## config.mk

```make
export PLATFORM = sky130hd
export DESIGN_NAME = ak_pattern_seq
export DESIGN_NICKNAME = d
export VERILOG_FILES = /design/src/rtl/ak_seq_pkg.sv /design/src/rtl/ak_pattern_seq_hold_timer.sv /design/src/rtl/ak_pattern_seq.sv
export SDC_FILE = /design/constraint.sdc
export NUM_CORES = 1
export LEC_CHECK = 0
export CORE_MARGIN = 4
export CORE_UTILIZATION = 32
export DETAILED_ROUTE_END_ITERATION = 10
export DONT_BUFFER_PORTS = 1
export GPL_TIMING_DRIVEN = 0
export PLACE_DENSITY = 0.57
export RECOVER_POWER = 100
export SYNTH_ARGS = -nofsm -noshare
export SYNTH_HDL_FRONTEND = slang
export SYNTH_HIERARCHICAL = 1
export SYNTH_SLANG_ARGS = --single-unit
```

## constraint.sdc

```tcl
create_clock -name Clock -period 4.5 [get_ports Clock]
set_input_delay 0.9 -clock Clock [delete_from_list [all_inputs] [get_ports Clock]]
set_output_delay 0.9 -clock Clock [all_outputs]
set_load 0.02 [all_outputs]
```

## src/rtl/ak_seq_pkg.sv

```systemverilog
// ---------------------------------------------------------------------------
// ak_seq_pkg
// Shared definitions for the A/K1/K2 pattern sequencer:
//   - seq_state_e   : sequencer states IDLE..FIN
//   - PHASES        : number of A-level phases in one pattern (HI1, LO1, HI2, LO2)
//   - state_a_level : level driven on A in each state
//   - state_busy    : whether a state counts as "sequence in progress"
// ---------------------------------------------------------------------------
package ak_seq_pkg;

    typedef enum logic [2:0] {
        IDLE  = 3'd0,
        HI1   = 3'd1,
        LO1   = 3'd2,
        HI2   = 3'd3,
        LO2   = 3'd4,
        CHECK = 3'd5,
        FIN   = 3'd6
    } seq_state_e;

    localparam int PHASES = 4;

    function automatic logic state_a_level(input seq_state_e s);
        logic lvl;
        case (s)
            HI1:     lvl = 1'b1;
            HI2:     lvl = 1'b1;
            default: lvl = 1'b0;
        endcase
        return lvl;
    endfunction

    // FIN is deliberately not busy so Done and Busy never overlap.
    function automatic logic state_busy(input seq_state_e s);
        logic b;
        case (s)
            HI1, LO1, HI2, LO2, CHECK: b = 1'b1;
            default:                   b = 1'b0;
        endcase
        return b;
    endfunction

endpackage

```

## src/rtl/ak_pattern_seq_hold_timer.sv

```systemverilog
// ---------------------------------------------------------------------------
// hold_timer
// Loadable down-counter that times one A-level phase.
// Ports:
//   i_clk      : rising-edge clock
//   i_rst_n    : synchronous active-low reset
//   i_load     : load i_load_val (priority over decrement)
//   i_load_val : value loaded on i_load (phase length minus one)
//   i_en       : decrement while non-zero
//   o_zero     : counter is zero (last cycle of the phase)
// ---------------------------------------------------------------------------
module hold_timer #(
    parameter int HOLD_W = 8
) (
    input  logic              i_clk,
    input  logic              i_rst_n,
    input  logic              i_load,
    input  logic [HOLD_W-1:0] i_load_val,
    input  logic              i_en,
    output logic              o_zero
);

    localparam logic [HOLD_W-1:0] ONE = {{(HOLD_W-1){1'b0}}, 1'b1};

    logic [HOLD_W-1:0] r_cnt;

    // Counter register: load wins, otherwise count down and stick at zero
    always_ff @(posedge i_clk) begin
        if (!i_rst_n) begin
            r_cnt <= {HOLD_W{1'b0}};
        end else if (i_load) begin
            r_cnt <= i_load_val;
        end else if (i_en && (r_cnt != {HOLD_W{1'b0}})) begin
            r_cnt <= r_cnt - ONE;
        end else begin
            r_cnt <= r_cnt;
        end
    end

    assign o_zero = (r_cnt == {HOLD_W{1'b0}});

endmodule

```

## src/rtl/ak_pattern_seq.sv

```systemverilog
// ---------------------------------------------------------------------------
// ak_pattern_seq
// Stimulus sequencer / checker for the A/K1/K2 control FSM. On Start it
// drives A through HI1,LO1,HI2,LO2 (H cycles each) then one CHECK cycle,
// Cycles times, and checks that the FSM answered each pattern with K2 then K1.
// Build option: define AK_SEQ_CHECK_EN to enable the K1/K2 response check;
// without it K1/K2 are ignored, Err stays 0 and every pattern counts as good.
// Ports:
//   Clock     : rising-edge clock shared with the FSM
//   Reset     : synchronous active-low reset
//   Start     : one-cycle request, only honoured in IDLE
//   Hold      : cycles per A level (0 treated as 1), latched at Start
//   Cycles    : number of patterns, latched at Start
//   K1, K2    : FSM responses
//   A         : registered drive to the FSM's A input
//   Busy      : sequence in progress (HI1..CHECK)
//   Done      : one-cycle end-of-sequence pulse (FIN)
//   Err       : sticky missing-response flag, cleared at Start
//   DoneCount : patterns completed with correct responses, cleared at Start
// ---------------------------------------------------------------------------
import ak_seq_pkg::*;

module ak_pattern_seq #(
    parameter int HOLD_W = 8,
    parameter int CNT_W  = 8
) (
    input  logic              Clock,
    input  logic              Reset,
    input  logic              Start,
    input  logic [HOLD_W-1:0] Hold,
    input  logic [CNT_W-1:0]  Cycles,
    input  logic              K1,
    input  logic              K2,
    output logic              A,
    output logic              Busy,
    output logic              Done,
    output logic              Err,
    output logic [CNT_W-1:0]  DoneCount
);

    localparam logic [HOLD_W-1:0] HOLD_ONE = {{(HOLD_W-1){1'b0}}, 1'b1};
    localparam logic [CNT_W-1:0]  CNT_ONE  = {{(CNT_W-1){1'b0}}, 1'b1};

    seq_state_e        r_state;
    seq_state_e        w_state_nxt;
    logic [HOLD_W-1:0] r_hold;
    logic [HOLD_W-1:0] w_hold_nxt;
    logic [HOLD_W-1:0] w_hold_eff;
    logic [HOLD_W-1:0] w_tmr_val;
    logic [CNT_W-1:0]  r_remain;
    logic [CNT_W-1:0]  w_remain_nxt;
    logic [CNT_W-1:0]  r_done_cnt;
    logic [CNT_W-1:0]  w_done_cnt_nxt;
    logic              r_err;
    logic              w_err_nxt;
    logic              r_k1_seen;
    logic              w_k1_nxt;
    logic              r_k2_seen;
    logic              w_k2_nxt;
    logic              w_pattern_ok;
    logic              w_tmr_load;
    logic              w_tmr_en;
    logic              w_tmr_zero;
    logic              r_a;
    logic              r_busy;
    logic              r_done;

    assign w_hold_eff = (Hold == {HOLD_W{1'b0}}) ? HOLD_ONE : Hold;

`ifndef AK_SEQ_CHECK_EN
    logic w_unused_k;
    assign w_unused_k = K1 | K2;
`endif

    hold_timer #(
        .HOLD_W (HOLD_W)
    ) u_hold_timer (
        .i_clk      (Clock),
        .i_rst_n    (Reset),
        .i_load     (w_tmr_load),
        .i_load_val (w_tmr_val),
        .i_en       (w_tmr_en),
        .o_zero     (w_tmr_zero)
    );

    // Next-state and next-value logic for the sequencer FSM
    always_comb begin
        w_state_nxt    = r_state;
        w_hold_nxt     = r_hold;
        w_remain_nxt   = r_remain;
        w_done_cnt_nxt = r_done_cnt;
        w_err_nxt      = r_err;
        w_k1_nxt       = r_k1_seen;
        w_k2_nxt       = r_k2_seen;
        w_tmr_load     = 1'b0;
        w_tmr_en       = 1'b0;
        w_tmr_val      = r_hold - HOLD_ONE;
`ifdef AK_SEQ_CHECK_EN
        // K responses may arrive in CHECK itself, so include this cycle's inputs.
        w_pattern_ok   = (r_k1_seen | K1) & (r_k2_seen | K2);
`else
        w_pattern_ok   = 1'b1;
`endif

        case (r_state)
            IDLE: begin
                if (Start) begin
                    w_hold_nxt     = w_hold_eff;
                    w_remain_nxt   = Cycles;
                    w_done_cnt_nxt = {CNT_W{1'b0}};
                    w_err_nxt      = 1'b0;
                    w_k1_nxt       = 1'b0;
                    w_k2_nxt       = 1'b0;
                    w_tmr_val      = w_hold_eff - HOLD_ONE;
                    if (Cycles == {CNT_W{1'b0}}) begin
                        w_state_nxt = FIN;
                    end else begin
                        w_state_nxt = HI1;
                        w_tmr_load  = 1'b1;
                    end
                end else begin
                    w_state_nxt = IDLE;
                end
            end
            HI1: begin
                if (w_tmr_zero) begin
                    w_state_nxt = LO1;
                    w_tmr_load  = 1'b1;
                end else begin
                    w_tmr_en = 1'b1;
                end
            end
            LO1: begin
                if (w_tmr_zero) begin
                    w_state_nxt = HI2;
                    w_tmr_load  = 1'b1;
                end else begin
                    w_tmr_en = 1'b1;
                end
            end
            HI2: begin
`ifdef AK_SEQ_CHECK_EN
                if (K2) begin
                    w_k2_nxt = 1'b1;
                end else begin
                    w_k2_nxt = r_k2_seen;
                end
`endif
                if (w_tmr_zero) begin
                    w_state_nxt = LO2;
                    w_tmr_load  = 1'b1;
                end else begin
                    w_tmr_en = 1'b1;
                end
            end
            LO2: begin
`ifdef AK_SEQ_CHECK_EN
                w_k2_nxt = r_k2_seen | K2;
                w_k1_nxt = r_k1_seen | K1;
`endif
                if (w_tmr_zero) begin
                    w_state_nxt = CHECK;
                end else begin
                    w_tmr_en = 1'b1;
                end
            end
            CHECK: begin
                w_k1_nxt = 1'b0;
                w_k2_nxt = 1'b0;
                if (w_pattern_ok) begin
                    if (r_done_cnt != {CNT_W{1'b1}}) begin
                        w_done_cnt_nxt = r_done_cnt + CNT_ONE;
                    end else begin
                        w_done_cnt_nxt = r_done_cnt;
                    end
                    w_remain_nxt = r_remain - CNT_ONE;
                    if (r_remain == CNT_ONE) begin
                        w_state_nxt = FIN;
                    end else begin
                        w_state_nxt = HI1;
                        w_tmr_load  = 1'b1;
                    end
                end else begin
                    w_err_nxt   = 1'b1;
                    w_state_nxt = FIN;
                end
            end
            FIN: begin
                w_state_nxt = IDLE;
            end
            default: begin
                w_state_nxt = IDLE;
            end
        endcase
    end

    // State and datapath registers
    always_ff @(posedge Clock) begin
        if (!Reset) begin
            r_state    <= IDLE;
            r_hold     <= HOLD_ONE;
            r_remain   <= {CNT_W{1'b0}};
            r_done_cnt <= {CNT_W{1'b0}};
            r_err      <= 1'b0;
            r_k1_seen  <= 1'b0;
            r_k2_seen  <= 1'b0;
        end else begin
            r_state    <= w_state_nxt;
            r_hold     <= w_hold_nxt;
            r_remain   <= w_remain_nxt;
            r_done_cnt <= w_done_cnt_nxt;
            r_err      <= w_err_nxt;
            r_k1_seen  <= w_k1_nxt;
            r_k2_seen  <= w_k2_nxt;
        end
    end

    // Output registers, decoded from the next state so they line up with it
    always_ff @(posedge Clock) begin
        if (!Reset) begin
            r_a    <= 1'b0;
            r_busy <= 1'b0;
            r_done <= 1'b0;
        end else begin
            r_a    <= state_a_level(w_state_nxt);
            r_busy <= state_busy(w_state_nxt);
            r_done <= (w_state_nxt == FIN);
        end
    end

    assign A         = r_a;
    assign Busy      = r_busy;
    assign Done      = r_done;
    assign Err       = r_err;
    assign DoneCount = r_done_cnt;

endmodule
```

==> results of run 1 <==
==> metal layers <==
metal	up-vias	GRT usage
met3	7	0.0320
li1	1038	-
met1	949	0.160
met5	-	0
met2	33	0.238
met4	0	0.0446
==> synthesized netlist by cell type, drive strengths merged, types with 2 or more instances <==
library cell / n / area (um2)
o211ai: 4 / 30.0
a221oi: 2 / 17.5
a211oi: 3 / 22.5
or4: 6 / 50.1
or4b: 2 / 20.0
inv: 11 / 41.3
nor4b: 3 / 26.3
nand2: 33 / 124
dfxtp: 38 / 761
nor2: 18 / 67.6
nand3: 9 / 45.0
xor2: 11 / 96.3
o21a: 4 / 30.0
nand3b: 2 / 15.0
and2: 3 / 18.8
and3: 4 / 25.0
nor4: 7 / 43.8
nand4: 3 / 18.8
o31ai: 5 / 42.5
mux2i: 4 / 40.0
o311ai: 2 / 17.5
nor3: 7 / 35.0
nand2b: 5 / 31.3
clkbuf: 4 / 15.0
buf: 10 / 51.3
ha: 7 / 87.6
o21ai: 19 / 95.1
or3: 6 / 42.5
a31oi: 5 / 31.3
xnor2: 6 / 52.6
a21oi: 26 / 134
nor3b: 4 / 30.0
==> power breakdown <==
group | internal (mW) | total, mW | switching [mW] | leakage, nW
sequential | 0.411 | 0.490 | 0.0788 | 0.311
clock | 0.222 | 0.355 | 0.133 | 0.0683
combinational | 0.238 | 0.580 | 0.342 | 0.528
==> final timing paths <==
check	endpoint	slack [ps]	cells after the start
max	u_hold_timer/r_cnt[7]	1360	8
min	r_hold[7]	480	2
max reg2reg	u_hold_timer/r_cnt[7]	1360	8
min reg2reg	r_hold[7]	480	2
==> sequential cells by signal, summed over array words and instances, names as in the netlist <==
signal	count
DoneCount	8
r_hold	8
r_remain	8
u_hold_timer/r_cnt	8
r_state	3
A	1
Busy	1
Done	1
==> layout make-up <==
| cell class | instances | share of cell area |
|---|---|---|
| tap | 96 | 0.0480 |
| buffer | 14 | 0.0255 |
| clock inverter | 3 | 0.0275 |
| multi-input combinational | 219 | 0.550 |
| sequential | 38 | 0.304 |
| clock buffer | 5 | 0.0275 |
| inverter | 12 | 0.0180 |
==> critical path: stages (launching register included) <==
cell      delay, ps
dfxtp_1         360
or4_1           640
nor4_1          710
nand2b_1        140
o21ai_0         230
clkbuf_1        340
inv_1           240
o21ai_0         290
a31oi_1          60
==> cells by family after synthesis <==
family	after synthesis	share of synthesized area
AO/OA/AOI/OAI	75	0.215
XOR/XNOR	17	0.0660
adder cells (fa/ha/maj)	7	0.0388
buffers and inverters	26	0.0494
flip-flops	38	0.337
multiplexers	4	0.0178
other	1	0.00166
AND/OR/NAND/NOR	115	0.274
==> summary.txt, run 1 <==
Drt
  – DR vias: ~2000
  – Drt initial violations: 66
  – Routed vias/inst: ~5.2
  – Drt total wl: ~5500 um
  – Met2 Routed Length: approximately 2600 um
  – DR top layer: met4
  – Number of routed nets with antenna violations: 0
  – Metal3 WL: around 240 um
  – DRC Markers: 0
  – Drt wl/cell: ~14 um
  – Pre-Repair DR Iteration Count: 4
  – Met1 wire length: 2520 um

Worst hold path
  – Hold wc startpoint: r_hold[7]
  – Min-Delay Path Class: flop to flop

STA
  – RSZ-0062 raised after global routing: false
  – Setup tns final: 0 ps
  – Fin. Hold Viols: 0
  – Count of final setup violators: 0
  – Minimum clock period: around 3100 ps
  – Worst slew pin tran: 873 ps
  – Period utilization: 0.699
  – Fin Clk Skew: slightly above 9 ps
  – Final Max Tran Viols: 0
  – Fmax achieved: 0.318 GHz
  – WHS: slightly below 500 ps
  – Slew HR: 0.413
  – Worst Slack Setup Final: roughly 1400 ps

Power
  – PwrDens: 569 mW/mm2
  – Max rail drop VDD: 0.244 mV
  – Pwr Total: about 1.4 mW
  – Leakage: a little over 0.9 nW

Finish
  – P&R area growth vs syn: 11.0%
  – Fraction of layout cells with a size suffix above 1: 0.0790
  – Area of the multi-input gates: 0.00138 mm2
  – Finished Cell Area: around 0.0025 mm2
  – Nets@finish: 318
  – Final Instance Count excl. Fillers: 387
  – Most common cell after layout, fill and taps aside: dfxtp_1
  – Diodes inserted: 0
  – Filler Cells Inserted: 759
  – Fin util: 0.366
  – Most frequent cells in the layout: dfxtp_1, nand2_1, a21oi_1
  – Sequential cell area: about 760 um2

Clock network
  – CTS tree: yes
  – CTS root buf: clkbuf_8
  – CTS buffer count: 5
  – Clk slew on worst S/H paths: 90 ps
  – Post-CTS Setup Inserts: 0
  – Post-CTS Hold Buffers: 0
  – CTS resizes: 0
  – # clock sinks: 38
  – Clk buf depth: 2
  – Clock Latency Late Sink: about 300 ps
  – H-tree Lvls: 2

Setup path
  – Critical R2R Launch: u_hold_timer/r_cnt[2]
  – Worst Setup End Kind: flop
  – Arrival time at the worst endpoint: around 3300 ps
  – Setup crit start: u_hold_timer/r_cnt[2]
  – CP max FO: 10
  – Worst Path Required: roughly 4700 ps
  – CP Class: flop to flop
  – Setup crit start kind: flop

Job
  – Max-cap violations: 0

Global route
  – Pin count of the biggest net entering global routing: 14
  – Initial antenna violation count: 0
  – Remaining Overflow, GRT: 0
  – Gr usage total: 0.135
  – Vias in the first global route: 2008
  – First-pass GRT wire length: 9360 um

Die
  – I/O pins: 33
  – Height of the chip: 91.9 um
  – Core ar.: between 0.006 and 0.007 mm2
  – Initial Util: 0.330
  – Die width: slightly above 90 um
  – Die area: 0.00845 mm2
  – Num rows: 30

Synth
  – Avg Cell Area, Syn: 7.97 um2
  – Synth Flop Type: dfxtp_1
  – Cell variety after synth: 50
  – YS warnings: 6
  – Async SR Flop Fraction: 0
  – Register bit total from synthesis: 38
  – EDFF count, synth: 0
  – Cell area after synthesis: 0.00225 mm2
  – Syn Nets: around 310
  – Cells after Synth: 283
  – Register area share after synthesis: 0.337

Placed design
  – Count of input and output buffers: 0
  – Hpwl dp: ~4100 um
  – Cell area after placement: 0.00237 mm2
  – Dpl cells: ~380
  – Global placement routability congestion: 0.856
  – Post-place setup slack: ~1400 ps

Status
  – Outcome: finished, final reports clean
No activity file was read; power rests on OpenSTA's default activity.
==> run 2, diff against run 1 <==
- PLACE_DENSITY: 0.57 -> 0.58
- clock period: 4.5 -> 2.6 ns (I/O delays scaled with it)
==> run 2 against run 1 <==
Critical path type unchanged. Via count increased by 0.54%. Register-to-register slack got worse by 1100 ps. Design area decreased by 0.35%.
==> summary.txt, run 2 (synthesis results as in run 1) <==
Setup path
  – Crit path buffers/inverters: 1
  – Setup crit start: u_hold_timer/r_cnt[2]
  – Setup crit start kind: flop
  – CP max-delay cell: or4_4
  – Worst path max stage delay: a little under 600 ps
  – CP max FO: 10
  – CP cell instances: or4_4, nor4_4, nand2b_1, o21ai_1, clkbuf_4, nor3b_1, a21oi_1, o31ai_1, and2_0
  – Reg-to-reg endpoint: u_hold_timer/r_cnt[4]
  – Critical R2R Launch: u_hold_timer/r_cnt[2]
  – CP Class: flop to flop
  – Worst Setup End Kind: flop
  – Worst Path Required: between 2000 and 3000 ps
  – Crit path max-delay family: simple AND/OR/NAND/NOR gates
  – Arrival time at the worst endpoint: about 2600 ps
  – Worst reg2reg setup slack: ~210 ps
  – Reg2Reg Depth: 9

STA
  – Fin Clk Skew: 5.01 ps
  – WHS: 353 ps
  – Fmax achieved: about 0.42 GHz
  – Slew HR: 0.496
  – Worst Slack Setup Final: 214 ps
  – Worst slew pin tran: 748 ps
  – Count of final setup violators: 0
  – RSZ-0062 raised after global routing: false
  – Minimum clock period: between 2000 and 2500 ps
  – Final Max Tran Viols: 0
  – Fin. Hold Viols: 0
  – Period utilization: 0.918

Job
  – Max-cap violations: 0

Clock network
  – Post-CTS Hold Buffers: 0
  – H-tree Lvls: 2
  – CTS tree: yes
  – Clock Latency Late Sink: 290 ps
  – CTS root buf: clkbuf_8
  – Clk buf depth: 2
  – Clk slew on worst S/H paths: 80 ps
  – CTS buffer count: 5
  – # clock sinks: 38

Finish
  – Sequential cell area: 761 um2
  – Fin util: 0.365
  – Nets@finish: between 300 and 400
  – P&R area growth vs syn: 10.6%
  – Fraction of layout cells with a size suffix above 1: 0.0856
  – Area of the multi-input gates: between 0.001 and 0.0015 mm2
  – Most common cell after layout, fill and taps aside: dfxtp_1
  – Most frequent cells in the layout: dfxtp_1, nand2_1, a21oi_1
  – Filler Cells Inserted: 760
  – Diodes inserted: 0

Global route
  – Vias in the first global route: 2002
  – Initial antenna violation count: 0
  – First-pass GRT wire length: ~9500 um
  – Remaining Overflow, GRT: 0
  – Gr usage total: 0.137
  – Pin count of the biggest net entering global routing: 13

Drt
  – DR vias: between 2000 and 2500
  – DRC Markers: 0
  – Drt initial violations: 114
  – Routed vias/inst: ~5.3
  – Drt wl/cell: 14.4 um
  – Pre-Repair DR Iteration Count: 4
  – Number of routed nets with antenna violations: 0
  – Drt total wl: about 5600 um

Worst hold path
  – WHS Endpoint: r_hold[7]
  – Hold depth: 2
  – Min-Delay Path Class: input pin to flop
  – Hold wc startpoint: Hold[7]

Die
  – Die area: 0.00845 mm2
  – Die width: between 90 and 100 um
  – Num rows: 30
  – Height of the chip: roughly 92 um
  – Core ar.: 0.00683 mm2
  – I/O pins: 33
  – Initial Util: 0.330

Placed design
  – Post-place setup slack: -378 ps
  – Global placement routability congestion: 0.872
  – Hpwl dp: slightly above 4000 um
  – Count of input and output buffers: 0

Power
  – Max rail drop VDD: between 0.3 and 0.4 mV
  – PwrDens: 972 mW/mm2
  – Leakage: 0.895 nW

Status
  – Outcome: finished, final reports clean
run 2: per-layer routing:
layer  vias to the layer above  wire length (um)  track usage
li1                       1035                 -            -
met1                       963              2560        0.169
met2                        35              2730        0.235
met3                         5               238       0.0386
met4                         0                42       0.0347
met5                         -                 0            0
run 2: cell type report:
class,count,share of cell area
multi-input combinational,219,0.556
sequential,38,0.305
tap,96,0.0482
clock buffer,5,0.0276
buffer,14,0.0256
inverter,12,0.0181
clock inverter,3,0.0161
timing repair buffer,1,0.00301
run 2: how the worst max path moves through the flow:
stage / depth (start not counted) / slack [ps] / to
3_5_place_dp: 8 / -380 / u_hold_timer/r_cnt[5]
4_1_cts: 8 / 140 / u_hold_timer/r_cnt[5]
2_1_floorplan: 11 / 50 / u_hold_timer/r_cnt[4]
5_1_grt: 11 / 30 / u_hold_timer/r_cnt[2]
3_3_place_gp: 8 / -380 / u_hold_timer/r_cnt[5]
6_report: 9 / 210 / u_hold_timer/r_cnt[4]
run 2: timing repair:
item / CTS / global route
hold endpoints to repair: 0 / 0
buffers inserted: 0 / 1
endpoints found under the setup margin: 8 / 5
pin swaps: 0 / 1
gates cloned: 0 / 0
gates resized for setup: 3 / 5
run 2: stage by stage:
step           area [um2]  total power [mW]  instances  setup TNS [ps]
2_1_floorplan        2250              1.67        283               0
3_3_place_gp         2370              1.87        379           -2240
3_5_place_dp         2370              1.88        379           -2400
4_1_cts              2500              2.45        387               0
5_1_grt              2490              2.63        388               0
6_report             2490              2.42        388               0
run 2: power by group:
group | switching [mW] | internal (mW) | total, mW | leakage, nW
Clock | 0.224 | 0.283 | 0.507 | 0.0579
Sequential | 0.140 | 0.711 | 0.851 | 0.311
Combinational | 0.611 | 0.456 | 1.07 | 0.526
Total | 0.975 | 1.45 | 2.42 | 0.895
